==> src/rtl/mux_n_pkg.sv <==
// Purpose : shared constants and helpers for the N-channel registered selector.
// Latency : n/a (package only).
// Backpressure: n/a (package only).
package mux_n_pkg;

    localparam logic MODO_FIXO = 1'b0;   // explicit channel select via controle
    localparam logic MODO_RR   = 1'b1;   // round-robin among valid channels

    // Widest word the parity helper accepts; callers zero-extend to this width.
    localparam int MAX_WIDTH = 256;

    // Round-robin pointer advance with wrap-around at the last channel.
    function automatic int next_ptr(input int k, input int n);
        return (k == n - 1) ? 0 : k + 1;
    endfunction

    // XOR reduction of a word; zero-extension does not change the result.
    function automatic logic paridade(input logic [MAX_WIDTH-1:0] word);
        return ^word;
    endfunction

endpackage

==> src/rtl/rr_arbiter.sv <==
// Purpose : combinational round-robin arbiter, search starts at ptr and wraps.
// Latency : 0 cycles (purely combinational).
// Backpressure: none; the caller gates the grant with its own slot-free condition.
// Ports: req[N] requests in, ptr[SELW] starting channel in,
//        grant[N] one-hot out, grantIdx[SELW] granted index out, anyGrant out.
module rr_arbiter #(
    parameter int N    = 4,
    parameter int SELW = $clog2(N)
) (
    input  logic [N-1:0]    req,
    input  logic [SELW-1:0] ptr,
    output logic [N-1:0]    grant,
    output logic [SELW-1:0] grantIdx,
    output logic            anyGrant
);

    // One extra bit so ptr + i never overflows before the wrap subtraction.
    logic [SELW:0] idx;

    always_comb begin
        grant    = '0;
        grantIdx = '0;
        anyGrant = 1'b0;
        idx      = '0;
        for (int i = 0; i < N; i++) begin
            idx = {1'b0, ptr} + (SELW+1)'(i);
            if (idx >= (SELW+1)'(N)) begin
                idx = idx - (SELW+1)'(N);
            end
            if (!anyGrant && req[idx[SELW-1:0]]) begin
                anyGrant                = 1'b1;
                grantIdx                = idx[SELW-1:0];
                grant[idx[SELW-1:0]]    = 1'b1;
            end
        end
    end

endmodule

==> src/rtl/mux_n_rr.sv <==
// Purpose : N-channel WIDTH-bit selector, fixed or round-robin, registered output.
// Latency : 1 cycle from accepting edge to word on saida; one word per cycle sustained.
// Backpressure: while saida is held unconsumed, all entrada_pronta drop and saida/canal hold.
// Ports: Clock, Reset_n (async active-low); entrada[N*WIDTH] / entrada_valida[N] /
//        entrada_pronta[N] producer side; modo, controle select; saida / saida_valida /
//        saida_pronta / canal consumer side. With MUX_N_RR_PARIDADE_EN defined an extra
//        registered output saida_paridade carries the XOR reduction of saida.
module mux_n_rr
    import mux_n_pkg::*;
#(
    parameter int WIDTH = 32,
    parameter int N     = 4,
    parameter int SELW  = $clog2(N)
) (
    input  logic               Clock,
    input  logic               Reset_n,
    input  logic [N*WIDTH-1:0] entrada,
    input  logic [N-1:0]       entrada_valida,
    output logic [N-1:0]       entrada_pronta,
    input  logic               modo,
    input  logic [SELW-1:0]    controle,
    output logic [WIDTH-1:0]   saida,
    output logic               saida_valida,
    input  logic               saida_pronta,
    output logic [SELW-1:0]    canal
`ifdef MUX_N_RR_PARIDADE_EN
    ,
    output logic               saida_paridade
`endif
);

    logic [SELW-1:0]  rrPtr;
    logic             livre;
    logic             ctrlInRange;
    logic [N-1:0]     rrGrant;
    logic [SELW-1:0]  rrIdx;
    logic             rrAny;
    logic [N-1:0]     grantVec;
    logic [SELW-1:0]  grantIdx;
    logic             doXfer;
    logic [WIDTH-1:0] selData;

    // The output register can take a word if empty or being drained this cycle.
    assign livre       = !saida_valida || saida_pronta;
    // controle is wider than needed for non-power-of-two N; out-of-range means no grant.
    assign ctrlInRange = ({1'b0, controle} < (SELW+1)'(N));

    rr_arbiter #(
        .N    (N),
        .SELW (SELW)
    ) uArb (
        .req      (entrada_valida),
        .ptr      (rrPtr),
        .grant    (rrGrant),
        .grantIdx (rrIdx),
        .anyGrant (rrAny)
    );

    always_comb begin
        grantVec = '0;
        grantIdx = '0;
        doXfer   = 1'b0;
        // Gating with Reset_n keeps every ready low for the whole reset assertion.
        if (Reset_n && livre) begin
            if (modo == MODO_FIXO) begin
                if (ctrlInRange && entrada_valida[controle]) begin
                    grantVec[controle] = 1'b1;
                    grantIdx           = controle;
                    doXfer             = 1'b1;
                end
            end else if (rrAny) begin
                grantVec = rrGrant;
                grantIdx = rrIdx;
                doXfer   = 1'b1;
            end
        end
    end

    assign entrada_pronta = grantVec;
    assign selData        = entrada[grantIdx*WIDTH +: WIDTH];

    always_ff @(posedge Clock or negedge Reset_n) begin
        if (!Reset_n) begin
            saida          <= '0;
            saida_valida   <= 1'b0;
            canal          <= '0;
            rrPtr          <= '0;
`ifdef MUX_N_RR_PARIDADE_EN
            saida_paridade <= 1'b0;
`endif
        end else if (doXfer) begin
            // A new word replaces any word consumed this same cycle: no bubble.
            saida        <= selData;
            canal        <= grantIdx;
            saida_valida <= 1'b1;
`ifdef MUX_N_RR_PARIDADE_EN
            saida_paridade <= paridade(MAX_WIDTH'(selData));
`endif
            // Fixed-select traffic leaves the round-robin position untouched.
            if (modo == MODO_RR) begin
                rrPtr <= SELW'(next_ptr(int'(grantIdx), N));
            end
        end else if (saida_pronta) begin
            // Consumed with nothing to replace it; saida keeps its last value.
            saida_valida <= 1'b0;
        end
    end

endmodule
==> config.mk <==
export PLATFORM = sky130hd
export DESIGN_NAME = mux_n_rr
export DESIGN_NICKNAME = d
export VERILOG_FILES = /design/src/rtl/mux_n_pkg.sv /design/src/rtl/rr_arbiter.sv /design/src/rtl/mux_n_rr.sv
export SDC_FILE = /design/constraint.sdc
export NUM_CORES = 1
export LEC_CHECK = 0
export BUFFER_PORTS_ARGS = -buffer_cell sky130_fd_sc_hd__buf_2
export CAP_MARGIN = 20
export CORE_AREA = 2 2 88 90
export CTS_BUF_LIST = sky130_fd_sc_hd__clkbuf_8
export CTS_CLUSTER_DIAMETER = 30
export CTS_CLUSTER_SIZE = 8
export DETAILED_ROUTE_END_ITERATION = 6
export DIE_AREA = 0 0 90 92
export GPL_ROUTABILITY_DRIVEN = 0
export PLACE_DENSITY = 0.77
export REMOVE_ABC_BUFFERS = 1
export SYNTH_ARGS = -nofsm -noshare
export SYNTH_HDL_FRONTEND = slang
export SYNTH_SLANG_ARGS = --single-unit
==> constraint.sdc <==
create_clock -name Clock -period 3.3 [get_ports Clock]
set_clock_uncertainty 0.2 [all_clocks]
set_input_delay 0.33 -clock Clock [delete_from_list [all_inputs] [get_ports Clock]]
set_output_delay 0.33 -clock Clock [all_outputs]
set_load 0.03 [all_outputs]
## After elaboration in Yosys (flattened, before gate mapping)

Cells that the tools add are included.

| word-level totals | value |
|---|---|
| output and inout port bits | 39 |
| register bits | 37 |
| input port bits | 138 |

| cells by class | value |
|---|---|
| muxes and demuxes | 51 |
| shift-type cells | 1 |
| reduce and logical (&&, ||, !) cells | 16 |
| order comparisons | 14 |
| bitwise logic cells | 3 |
| equality and inequality tests | 1 |
| add/sub/neg operators | 8 |

Operators with widths:

| kind | number |
|---|---|
| 128-bit by 8-bit indexed part select with 32-bit output | 1 |
| 4-bit two-way mux | 8 |
| 2-bit two-way mux | 13 |
| 1-bit two-way mux | 20 |
| 2-bit by 3-bit less-than comparator with 1-bit output (second input constant) | 5 |
| 4-bit OR | 3 |
| 1-bit binary-select mux with 2-bit select | 5 |
| 1-bit demux with 2-bit select | 5 |
| 2-bit by 1-bit >= comparator with 1-bit output (second input constant) | 5 |
| 3-bit >= comparator (second input constant) | 3 |
| 1-bit logical AND | 9 |
| 2-bit by 1-bit subtractor with 2-bit output (second input constant) | 4 |
| 2-bit by 2-bit adder with 3-bit output (second input constant) | 2 |
| 1-bit zero test | 4 |
| 2-bit by 1-bit adder with 3-bit output (second input constant) | 1 |
| 2-bit by 3-bit >= comparator with 1-bit output (second input constant) | 1 |
| 2-bit by 1-bit adder with 2-bit output (second input constant) | 1 |
| 2-bit by 1-bit equality test with 1-bit output (second input constant) | 1 |
| 2-bit AND reduction | 1 |
| 2-bit nonzero test | 1 |
| 1-bit logical OR | 1 |

## Longest topological paths before layout

Gate-level depths: netlist of the first run.

| logic depth | value |
|---|---|
| depth in word-level cells | 19 |
| gate-level depth with buffers | 12 |
| gate-level depth less buffers | 8 |

## Hierarchy

Synthesis of the first run repeated with hierarchy kept, for this count alone.

| second synthesis, totals | value |
|---|---|
| cells, all modules | 305 |
| area, all modules | 2897.8 um^2 |

By module, submodules not included:

| module | cells each | area each (um^2) | times used |
|---|---|---|---|
| mux_n_rr | 260 | 2476.1 | 1 |
| rr_arbiter | 45 | 421.7 | 1 |

## Worst setup path before layout of the first run

Ideal clock, no wire load.

| timing path | value |
|---|---|
| path type | register to output |
| start | register rrPtr[1] |
| end | output entrada_pronta[1] |
| arrival | 3.148 ns |
| buffers on the path | 2 |
| cell stages (with the launch flop) | 10 |
| required time | 2.770 ns |
| path slack | -0.378 ns |
| path through | dfrtp_1 -> clkbuf_1 -> inv_1 -> ha_1 -> buf_6 -> mux4_2 -> a211oi_1 -> nor2b_1 -> a222oi_1 -> a311oi_1 |

| on the way | value |
|---|---|
| cells in the longest elaborated chain, start to end | 17 |

RTL lines:

| item | RTL line | text |
|---|---|---|
| start: declaration | mux_n_rr.sv:32 | `logic [SELW-1:0] rrPtr;` |
| start signal: assignment | mux_n_rr.sv:101 | `rrPtr <= SELW'(next_ptr(int'(grantIdx), N));` |
| parallel branches: the longest is 14 deep, another holds 2-bit by 1-bit adder with 3-bit output | - |  |
| 4-bit two-way mux (*) | mux_n_rr.sv:71 | `end else if (rrAny) begin` |
| 4-bit two-way mux (*) | mux_n_rr.sv:65 | `if (modo == MODO_FIXO) begin` |
| 4-bit two-way mux (*) | mux_n_rr.sv:64 | `if (Reset_n && livre) begin` |
| end: declaration | mux_n_rr.sv:19 | `output logic [N-1:0] entrada_pronta,` |

Mark *: on every way between the ends. The select of a mux whose other input is x is not followed.

## Final worst setup path of the first run

| timing path | value |
|---|---|
| start | register rrPtr[1] |
| end | output entrada_pronta[0] |

Same word-level chain as after synthesis.

==> results of run 1 <==
==> layer usage <==
layer,global-route usage,part of all wire
met4,0.03462,0.0056
met2,0.3559,0.49
met5,0,0
met3,0.04601,0.073
met1,0.2579,0.43
==> power breakdown <==
group | internal (W) | switching (W)
registers | 0.000632 | 0.0000925
clock network | 0.000220 | 0.000157
logic | 0.000642 | 0.00100
total | 0.00149 | 0.00125
==> cells in the final DEF, fill, tap and decap left out, drive strengths merged, types with 3 or more instances in the layout <==
master  Yosys  layout
buf        15     190
a31oi       3       3
nand2      43      43
a222oi      4       4
nor2b       5       5
o221ai     31      31
nor3        3       3
clkbuf     10       5
a211oi      4       4
o21ai       5       5
and2        3       3
nand2b      3       3
dfrtp      37      37
inv         5       5
a311oi      4       4
ha          8       8
nor2        4       4
mux2i      71      71
==> state kept, by name, summed over array words and instances (netlist names) <==
name / count
saida_valida: 1
canal: 2
rrPtr: 2
saida: 32
==> synthesized netlist by cell type (4+ instances only) <==
master | n | area, um2
dfrtp_1 | 37 | 925.9
nor2b_1 | 5 | 31.28
buf_2 | 10 | 50.05
buf_6 | 4 | 45.04
a211oi_1 | 4 | 30.03
ha_1 | 8 | 100.1
nand2_1 | 43 | 161.4
inv_1 | 5 | 18.77
a311oi_1 | 4 | 35.03
o21ai_0 | 4 | 20.02
mux2i_1 | 71 | 710.7
a222oi_1 | 4 | 40.04
nor2_1 | 4 | 15.01
clkbuf_1 | 10 | 37.54
o221ai_1 | 29 | 254.0
==> worst register-to-register path: stages (launching register included) <==
cell and delay [ns]:
dfrtp_1 0.38, inv_2 0.08, ha_4 0.27, mux4_2 0.55
and3_1 0.21, or4_4 0.53, o21ai_4 0.19, nand2b_2 0.18
buf_12 0.20, o221ai_1 0.18
==> repair_timing <==
item | 4_1_cts | 5_1_grt
pin swaps | 0 | 5
endpoints found under the setup margin | 4 | 5
endpoints found under the hold margin | 37 | 0
setup buffers | 0 | 2
hold buffers | 1 | 0
gates resized for setup | 3 | 6
==> per-stage QoR <==
| stage | cell area (um2) | std cells |
|---|---|---|
| 2_1_floorplan | 2694 | 257 |
| 3_3_place_gp | 3835 | 547 |
| 3_5_place_dp | 3835 | 547 |
| 4_1_cts | 3961 | 555 |
| 5_1_grt | 4001 | 557 |
| 6_report | 4001 | 557 |
==> kinds of logic (layout without fill, tap and decap cells) <==
kind of cell	after synthesis	in the layout
xor gates and xnor gates	2	2
and+or+nand+nor	67	67
AOI/OAI and AO/OA	63	63
buffers and inverters	30	203
adders and majority gates	8	8
muxes	75	75
DFF	37	37
==> path summary, 6_finish.rpt <==
path / end / depth (start not counted)
max: entrada_pronta[0] / 8
min: saida_valida$_DFFE_PN0P_ / 3
max reg2reg: saida[2]$_DFFE_PN0P_ / 9
min reg2reg: saida[7]$_DFFE_PN0P_ / 2
max in group asynchronous: saida[3]$_DFFE_PN0P_ / 3
min in group asynchronous: rrPtr[1]$_DFFE_PN0P_ / 3
==> cell type report <==
cell class / count / area, um2
Multi-Input combinational cell: 215 / 1799
Fill cell: 677 / 3446
Inverter: 5 / 18.77
Sequential cell: 37 / 925.9
Tap cell: 102 / 127.6
Timing Repair Buffer: 191 / 1026
Clock inverter: 2 / 35.03
Clock buffer: 5 / 68.82
==> impl_metrics.tcl, run 1 <==
set metrics [dict create \
    setup_ws_ns 0.07718 \
    fp.dieW_um 90 \
    grt_pass1_wl_um 13720 \
    portBuffers 176 \
    arrival_ns 2.69 \
    fin_nets 601 \
    report.final.slew_viol_count 0 \
    ys_types 43 \
    first_iter_violations 110 \
    critPathTopFamily "compound AO/OA/AOI/OAI gates" \
    numCtsBuffers 5 \
    r2r_slack_ns 0.22 \
    grt.overflow.total 0 \
    dp_slack_ns 0.1798 \
    critPathRequiredTime_ns 2.77 \
    synth_fa_ha_area_frac 0.03532 \
    worstSetupStartpoint "rrPtr[1]$_DFFE_PN0P_" \
    fin_tns_setup_ns 0 \
    startpoint_type "flip-flop" \
    hold_start "saida_pronta" \
    hold_path.class "in -> reg" \
    cp_num_buf_inv 2 \
    period_needed_ns 3.223 \
    synth_xor_area_frac 0.006181 \
    rows 32 \
    clockBufferDepth 2 \
    synth.ff_latch_count 37 \
    slew_headroom 0.4725 \
    ctsRootBufferMaster "clkbuf_8" \
    grt_usage 0.2023 \
    grt_max_degree 42 \
    synth_area_mm2 0.002834 \
    ir_drop_uv 288.4 \
    dr.pass1.iters 6 \
    grt_pass1_vias 2817 \
    dpl.hpwl_um 6706 \
    clock-sinks 37 \
    r2r_start "rrPtr[1]$_DFFE_PN0P_" \
    slowest_delay_ns 0.55 \
    async_reset_ff_frac 1.000 \
    ys_seq_area_frac 0.3267 \
    total_power_w 0.002747 \
    dieHeight_um 92 \
    start_util 0.3805 \
    viasPerCell 5.241 \
    cellPowerDensity_mw_per_mm2 686.4 \
    min_period_over_period 0.9766 \
    antenna_found_initial 0 \
    clk_latency_ns 0.28 \
    endpoint_kind "output pin" \
    path_cells "inv_2 -> ha_4 -> mux4_2 -> a211oi_4 -> nor2b_4 -> a222oi_1 -> a311oi_1 -> buf_2" \
    rsz0062_at_grt "yes" \
    path_clk_slew_ns 0.07 \
    dieArea_mm2 0.008280 \
    synth_area_per_cell_um2 10.05 \
    holdWs_ns 0.1058 \
    tritoncts "yes" \
    route.detailed.drc 0 \
    synth.area.mux_share 0.2746 \
    clock.fmax_mhz 310.3 \
    hold_violations 0 \
    io_pins 177 \
    p_leak_nw 2.251 \
    post-route-util 0.5373 \
    setup_viol 0 \
    worstSetupPathType "reg -> out" \
    drive_gt1_frac 0.4681 \
    cp_slowest_cell "mux4_2" \
    area_growth_syn_to_layout_pct 41.19 \
    synth_top_family_by_area "multiplexers" \
    wire_per_inst_um 15.65 \
    routed_wl_um 8717 \
    ys_warn_count 0 \
    cp_max_fo 4 \
    cts_max_level 2 \
    synth_ff_type "dfrtp_1" \
    drtAntennaViolNets 0 \
    core_area_mm2 0.007447 \
    vias 2919 \
    maxCapViolations 0 \
    status "finished clean" \
    synth-compound-area-share 0.1916 \
    synth-simple-area-share 0.1095 \
    synth_edf_count 0 \
    worstMarginPinSlew_ns 0.7692 \
    synthCells 282 \
    n_antenna_cell 0 \
]
Note: power is estimated with default switching activity, not from simulation.
==> run 2, diff against run 1 <==
--- a/config.mk
+++ b/config.mk
@@ -7,14 +7,14 @@
 export LEC_CHECK = 0
 export BUFFER_PORTS_ARGS = -buffer_cell sky130_fd_sc_hd__buf_2
 export CAP_MARGIN = 20
-export CORE_AREA = 2 2 88 90
-export CTS_BUF_LIST = sky130_fd_sc_hd__clkbuf_8
+export CORE_AREA = 2 2 89 91
+export CTS_BUF_LIST = sky130_fd_sc_hd__clkbuf_8 sky130_fd_sc_hd__clkbuf_16
 export CTS_CLUSTER_DIAMETER = 30
 export CTS_CLUSTER_SIZE = 8
 export DETAILED_ROUTE_END_ITERATION = 6
-export DIE_AREA = 0 0 90 92
+export DIE_AREA = 0 0 91 93
 export GPL_ROUTABILITY_DRIVEN = 0
-export PLACE_DENSITY = 0.77
+export PLACE_DENSITY = 0.75
 export REMOVE_ABC_BUFFERS = 1
 export SYNTH_ARGS = -nofsm -noshare
 export SYNTH_HDL_FRONTEND = slang
==> run 2 against run 1 <==
  * Design area fell by 0.78%
  * Sequential power barely moved
  * Power fell by 3.8%
  * Critical path type unchanged
  * Critical endpoint is now entrada_pronta[3]
  * Largest cell class unchanged
==> impl_metrics.tcl, run 2 (synthesis gave the netlist of run 1 again) <==
set metrics [dict create \
    clock.fmax_mhz 314.8 \
    critPathTopFamily "compound AO/OA/AOI/OAI gates" \
    grt_pass1_wl_um 13320 \
    post-route-util 0.5274 \
    drive_gt1_frac 0.4648 \
    holdWs_ns 0.09952 \
    grt_max_degree 38 \
    clockBufferDepth 2 \
    fin_nets 600 \
    startpoint_type "flip-flop" \
    cp_num_buf_inv 2 \
    worstMarginPinSlew_ns 0.6976 \
    ctsRootBufferMaster "clkbuf_8" \
    hold_start "saida_pronta" \
    final_common_cell "buf_2" \
    p_leak_nw 2.241 \
    largest-register "saida" \
    worstSetupPathType "reg -> out" \
    dp_cells 548 \
    core_area_mm2 0.007527 \
    fp.dieW_um 91 \
    rows 32 \
    tritoncts "yes" \
    path_clk_slew_ns 0.08 \
    cellPowerDensity_mw_per_mm2 665.7 \
    reg2reg_depth 9 \
    cp_max_fo 4 \
    ir_drop_uv 324.7 \
    route.detailed.drc 0 \
    critPathRequiredTime_ns 2.77 \
    path_cells "inv_1 -> ha_4 -> mux4_2 -> a211oi_2 -> nor2b_4 -> a222oi_1 -> a311oi_1 -> buf_2" \
    n_antenna_cell 0 \
    maxCapViolations 0 \
    r2r_slack_ns 0.22 \
    hold_depth 3 \
    slew_headroom 0.5216 \
    final_area_mm2 0.003970 \
    antenna_found_initial 0 \
    start_util 0.3765 \
    report.final.slew_viol_count 0 \
    dpl.hpwl_um 6654 \
    area_growth_syn_to_layout_pct 40.09 \
    grt_usage 0.1914 \
    portBuffers 176 \
    clock-sinks 37 \
    hold_violations 0 \
    routed_wl_um 8513 \
    fin_tns_setup_ns 0 \
    first_iter_violations 50 \
    r2r_start "rrPtr[1]$_DFFE_PN0P_" \
    cp_slowest_cell "mux4_2" \
    wire_per_inst_um 15.31 \
    min_period_over_period 0.9628 \
    grt_pass1_vias 2824 \
    io_pins 177 \
    numCtsBuffers 5 \
    worstSetupStartpoint "rrPtr[1]$_DFFE_PN0P_" \
    dieArea_mm2 0.008463 \
    vias 2932 \
    largest_reg_flops 32 \
    hold_end "saida_valida$_DFFE_PN0P_" \
    placed_area_mm2 0.003842 \
    hold_path.class "in -> reg" \
    slowest_delay_ns 0.54 \
    biggestRegsByFlops "saida (32), canal (2), rrPtr (2)" \
    period_needed_ns 3.177 \
    clk_latency_ns 0.28 \
    setup_viol 0 \
    final_cells 556 \
    status "finished clean" \
    dr.pass1.iters 4 \
    r2r-end "rrPtr[1]$_DFFE_PN0P_" \
    cts_max_level 2 \
    arrival_ns 2.65 \
    dieHeight_um 93 \
    final_cell_mix "175 x buf_2, 71 x mux2i_1, 43 x nand2_1" \
    viasPerCell 5.273 \
    drtAntennaViolNets 0 \
    endpoint_kind "output pin" \
    grt.overflow.total 0 \
    cts_setup_buffers 0 \
]
run 2: changes by cell type in the layout (fill, tap and decap cells not counted), sizes merged:
cell | previous run | this run
buf | 190 | 189
bufinv | 1 | 0
clkbuf | 5 | 6
clkinv | 1 | 0
inv | 5 | 6
run 2: per-layer routing:
layer / track usage / share of wire / vias up
met2: 0.3383 / 0.50 / 113
met4: 0.03662 / 0.0087 / 0
li1: - / - / 1417
met3: 0.04593 / 0.070 / 6
met5: 0 / 0 / -
met1: 0.2397 / 0.42 / 1396
run 2: repair_timing:
action	in CTS	in global routing
hold buffers	1	0
pin swaps	0	1
resized for setup	1	6
endpoints found under the setup margin	2	4
hold endpoints to repair	37	0
run 2: worst max-delay path by stage:
stage                      endpoint  depth (start not counted)  slack [ns]
2_1_floorplan  saida[5]$_DFFE_PN0P_                          7       -6.43
3_3_place_gp   rrPtr[1]$_DFFE_PN0P_                          9        0.31
3_5_place_dp   rrPtr[1]$_DFFE_PN0P_                          9        0.21
4_1_cts           entrada_pronta[3]                          8       0.001
5_1_grt           entrada_pronta[3]                          8       -0.01
6_report          entrada_pronta[3]                          8        0.12
run 2: worst register-to-register path: stages, from the launching register on:
cell	delay [ns]
dfrtp_1	0.35
inv_1	0.11
ha_4	0.30
mux4_2	0.54
and3_1	0.21
or4_4	0.53
o21ai_4	0.18
buf_4	0.27
xnor2_1	0.10
o31ai_1	0.20
run 2: per-stage QoR:
stage / power [W] / worst slack, ns
floorplan: 0.001839 / -6.425
detailed placement: 0.002296 / 0.2144
CTS: 0.002624 / 0.001094
global route: 0.002829 / -0.01468
finish: 0.002643 / 0.1229
global placement: 0.002258 / 0.3111
run 2: cell type report:
| cell class | count | area [um2] |
|---|---|---|
| fillers | 702 | 3557 |
| clock buffers | 6 | 82.58 |
| flip-flops and latches | 37 | 925.9 |
| multi-input cells | 215 | 1795 |
| inverters | 5 | 18.77 |
| repair buffers | 190 | 1016 |
| clock inverters | 1 | 3.754 |
| well taps | 102 | 127.6 |
run 2: where the power goes:
group	leakage (nW)	internal, W	switching, W
sequential	0.441	0.000632	0.0000913
clock	0.0485	0.000163	0.000148
combinational	1.75	0.000628	0.000981
total	2.24	0.00142	0.00122
==> run 3, diff against run 2 <==
--- a/config.mk
+++ b/config.mk
@@ -14,6 +14,7 @@
 export DETAILED_ROUTE_END_ITERATION = 6
 export DIE_AREA = 0 0 91 93
 export GPL_ROUTABILITY_DRIVEN = 0
+export GPL_TIMING_DRIVEN = 0
 export PLACE_DENSITY = 0.75
 export REMOVE_ABC_BUFFERS = 1
 export SYNTH_ARGS = -nofsm -noshare
==> run 3 against run 2 <==
  * First-iteration DRC count grew 130%
  * Critical path type unchanged
  * Cell count grew 1.6%
  * Setup slack lost 0.11 ns
  * Critical path depth is the same
==> impl_metrics.tcl, run 3 (synthesis gave the netlist of run 1 again) <==
set metrics [dict create \
    clock.fmax_mhz 304.3 \
    start_util 0.3765 \
    worstSetupPathType "reg -> out" \
    clockBufferDepth 2 \
    critPathRequiredTime_ns 2.77 \
    path_clk_slew_ns 0.08 \
    grt_usage 0.2027 \
    fillCellCount 718 \
    placed_area_mm2 0.003815 \
    portBuffers 176 \
    path_cells "clkinvlp_4 -> ha_4 -> mux4_2 -> a211oi_4 -> nor2b_4 -> a222oi_1 -> a311oi_1 -> buf_4" \
    min_period_over_period 0.9960 \
    grt.overflow.total 0 \
    grt_max_degree 38 \
    endpoint_kind "output pin" \
    io_pins 177 \
    critPathTopFamily "compound AO/OA/AOI/OAI gates" \
    grt_pass1_wl_um 14020 \
    setup_ws_ns 0.01323 \
    clock-sinks 37 \
    hold_path.class "in -> reg" \
    power_frac_comb 0.631 \
    cp_max_fo 5 \
    worstMarginPinSlew_ns 0.7348 \
    hold_depth 3 \
    switchingPower_w 0.001291 \
    setup_viol 0 \
    dpl.hpwl_um 6451 \
    dp_slack_ns -1.747 \
    area_growth_syn_to_layout_pct 46.31 \
    dr.pass1.iters 6 \
    period_needed_ns 3.287 \
    dieArea_mm2 0.008463 \
    vias 3046 \
    cp.depth 8 \
    p_leak_nw 2.315 \
    switching_share 0.4661 \
    dp_cells 542 \
    internal-power_w 0.001479 \
    cts_max_level 2 \
    reg2reg_depth 9 \
    maxCapViolations 0 \
    n_antenna_cell 0 \
    cp_slowest_cell "mux4_2" \
    final_area_mm2 0.004146 \
    grt_pass1_vias 2968 \
    report.final.slew_viol_count 0 \
    r2r_start "rrPtr[0]$_DFFE_PN0P_" \
    first_iter_violations 117 \
    final_cell_mix "172 x buf_2, 71 x mux2i_1, 43 x nand2_1" \
    ir_drop_uv 319.9 \
    startpoint_type "flip-flop" \
    p_seq_frac 0.263 \
    arrival_ns 2.76 \
    fp.dieW_um 91 \
    core_area_mm2 0.007527 \
    tritoncts "yes" \
    route.detailed.drc 0 \
    clk_latency_ns 0.28 \
    wire_per_inst_um 16.29 \
    viasPerCell 5.391 \
    fin_nets 610 \
    biggestRegsByFlops "saida (32), canal (2), rrPtr (2)" \
    clkPwrFrac 0.106 \
    ctsRootBufferMaster "clkbuf_8" \
    slowest_delay_ns 0.57 \
    cellPowerDensity_mw_per_mm2 668.1 \
    dieHeight_um 93 \
    largest-register "saida" \
    slew_headroom 0.4961 \
    holdWs_ns 0.09866 \
    routed_wl_um 9202 \
    hold_violations 0 \
    rsz0062_at_grt "yes" \
    final_cells 565 \
    worstSetupStartpoint "rrPtr[0]$_DFFE_PN0P_" \
    antenna_found_initial 0 \
    largest_reg_flops 32 \
    drtAntennaViolNets 0 \
    numCtsBuffers 5 \
    final_common_cell "buf_2" \
    drive_gt1_frac 0.4924 \
    hold_start "saida_pronta" \
    cp_num_buf_inv 2 \
    rows 32 \
    status "finished clean" \
]
-- run 3: changes by cell type in the layout (fill, tap and decap cells not counted), sizes merged --
cell      delta
clkbuf       -1
nand2b       +1
o21ai        +1
buf          +8
clkinvlp     +1
inv          -2
clkinv       +1
-- run 3: layout make-up --
class | instances | area (um2) | area share
multi-input cells | 217 | 1861 | 0.4487
repair buffers | 198 | 1134 | 0.2734
well taps | 102 | 127.6 | 0.03078
flip-flops and latches | 37 | 928.4 | 0.2239
clock inverters | 1 | 5.005 | 0.001207
inverters | 5 | 22.52 | 0.005431
clock buffers | 5 | 68.82 | 0.01660
-- run 3: worst min-delay path, delay by kind of cell --
family	cells	cell delay [ns]
simple gates	2	0.15
buf+inv	1	0.07
-- run 3: power groups by stage --
| stage | clock, W | combinational (W) | sequential, W |
|---|---|---|---|
| after floorplan | 0 | 0.000735 | 0.00110 |
| after global placement | 0 | 0.00149 | 0.000764 |
| after detailed placement | 0 | 0.00149 | 0.000774 |
| after CTS | 0.000309 | 0.00165 | 0.000729 |
| after global routing | 0.000323 | 0.00187 | 0.000751 |
| final | 0.000293 | 0.00175 | 0.000729 |
-- run 3: path summary, 6_finish.rpt --
kind / to / slack [ns]
max: entrada_pronta[1] / 0.01
min: saida_valida$_DFFE_PN0P_ / 0.1
max reg2reg: saida[16]$_DFFE_PN0P_ / 0.11
min reg2reg: saida[27]$_DFFE_PN0P_ / 0.28
max in group asynchronous: rrPtr[0]$_DFFE_PN0P_ / 2.24
min in group asynchronous: saida[3]$_DFFE_PN0P_ / 0.46
-- run 3: metal layers --
metal | share of wire | GRT usage | vias up
met5 | 0 | 0 | -
met4 | 0.0062 | 0.03914 | 0
met3 | 0.061 | 0.03626 | 6
met2 | 0.53 | 0.3852 | 126
met1 | 0.40 | 0.2393 | 1472
li1 | - | - | 1442
-- run 3: repair_timing --
action,4_1_cts,5_1_grt
gates cloned,1,1
gates resized for setup,11,13
hold buffers,2,0
pin swaps,3,11
hold endpoints to repair,37,0
endpoints found under the setup margin,38,35
setup buffers,7,6
-- run 3: stage by stage --
stage / setup TNS, ns / power, W / utilization
after global routing: -0.2327 / 0.002941 / 0.5509
final: 0 / 0.002770 / 0.5509
after global placement: -275.68 / 0.002258 / 0.4919
after CTS: 0 / 0.002689 / 0.5349
after floorplan: -214.18 / 0.001839 / -
after detailed placement: -57.13 / 0.002260 / 0.5068
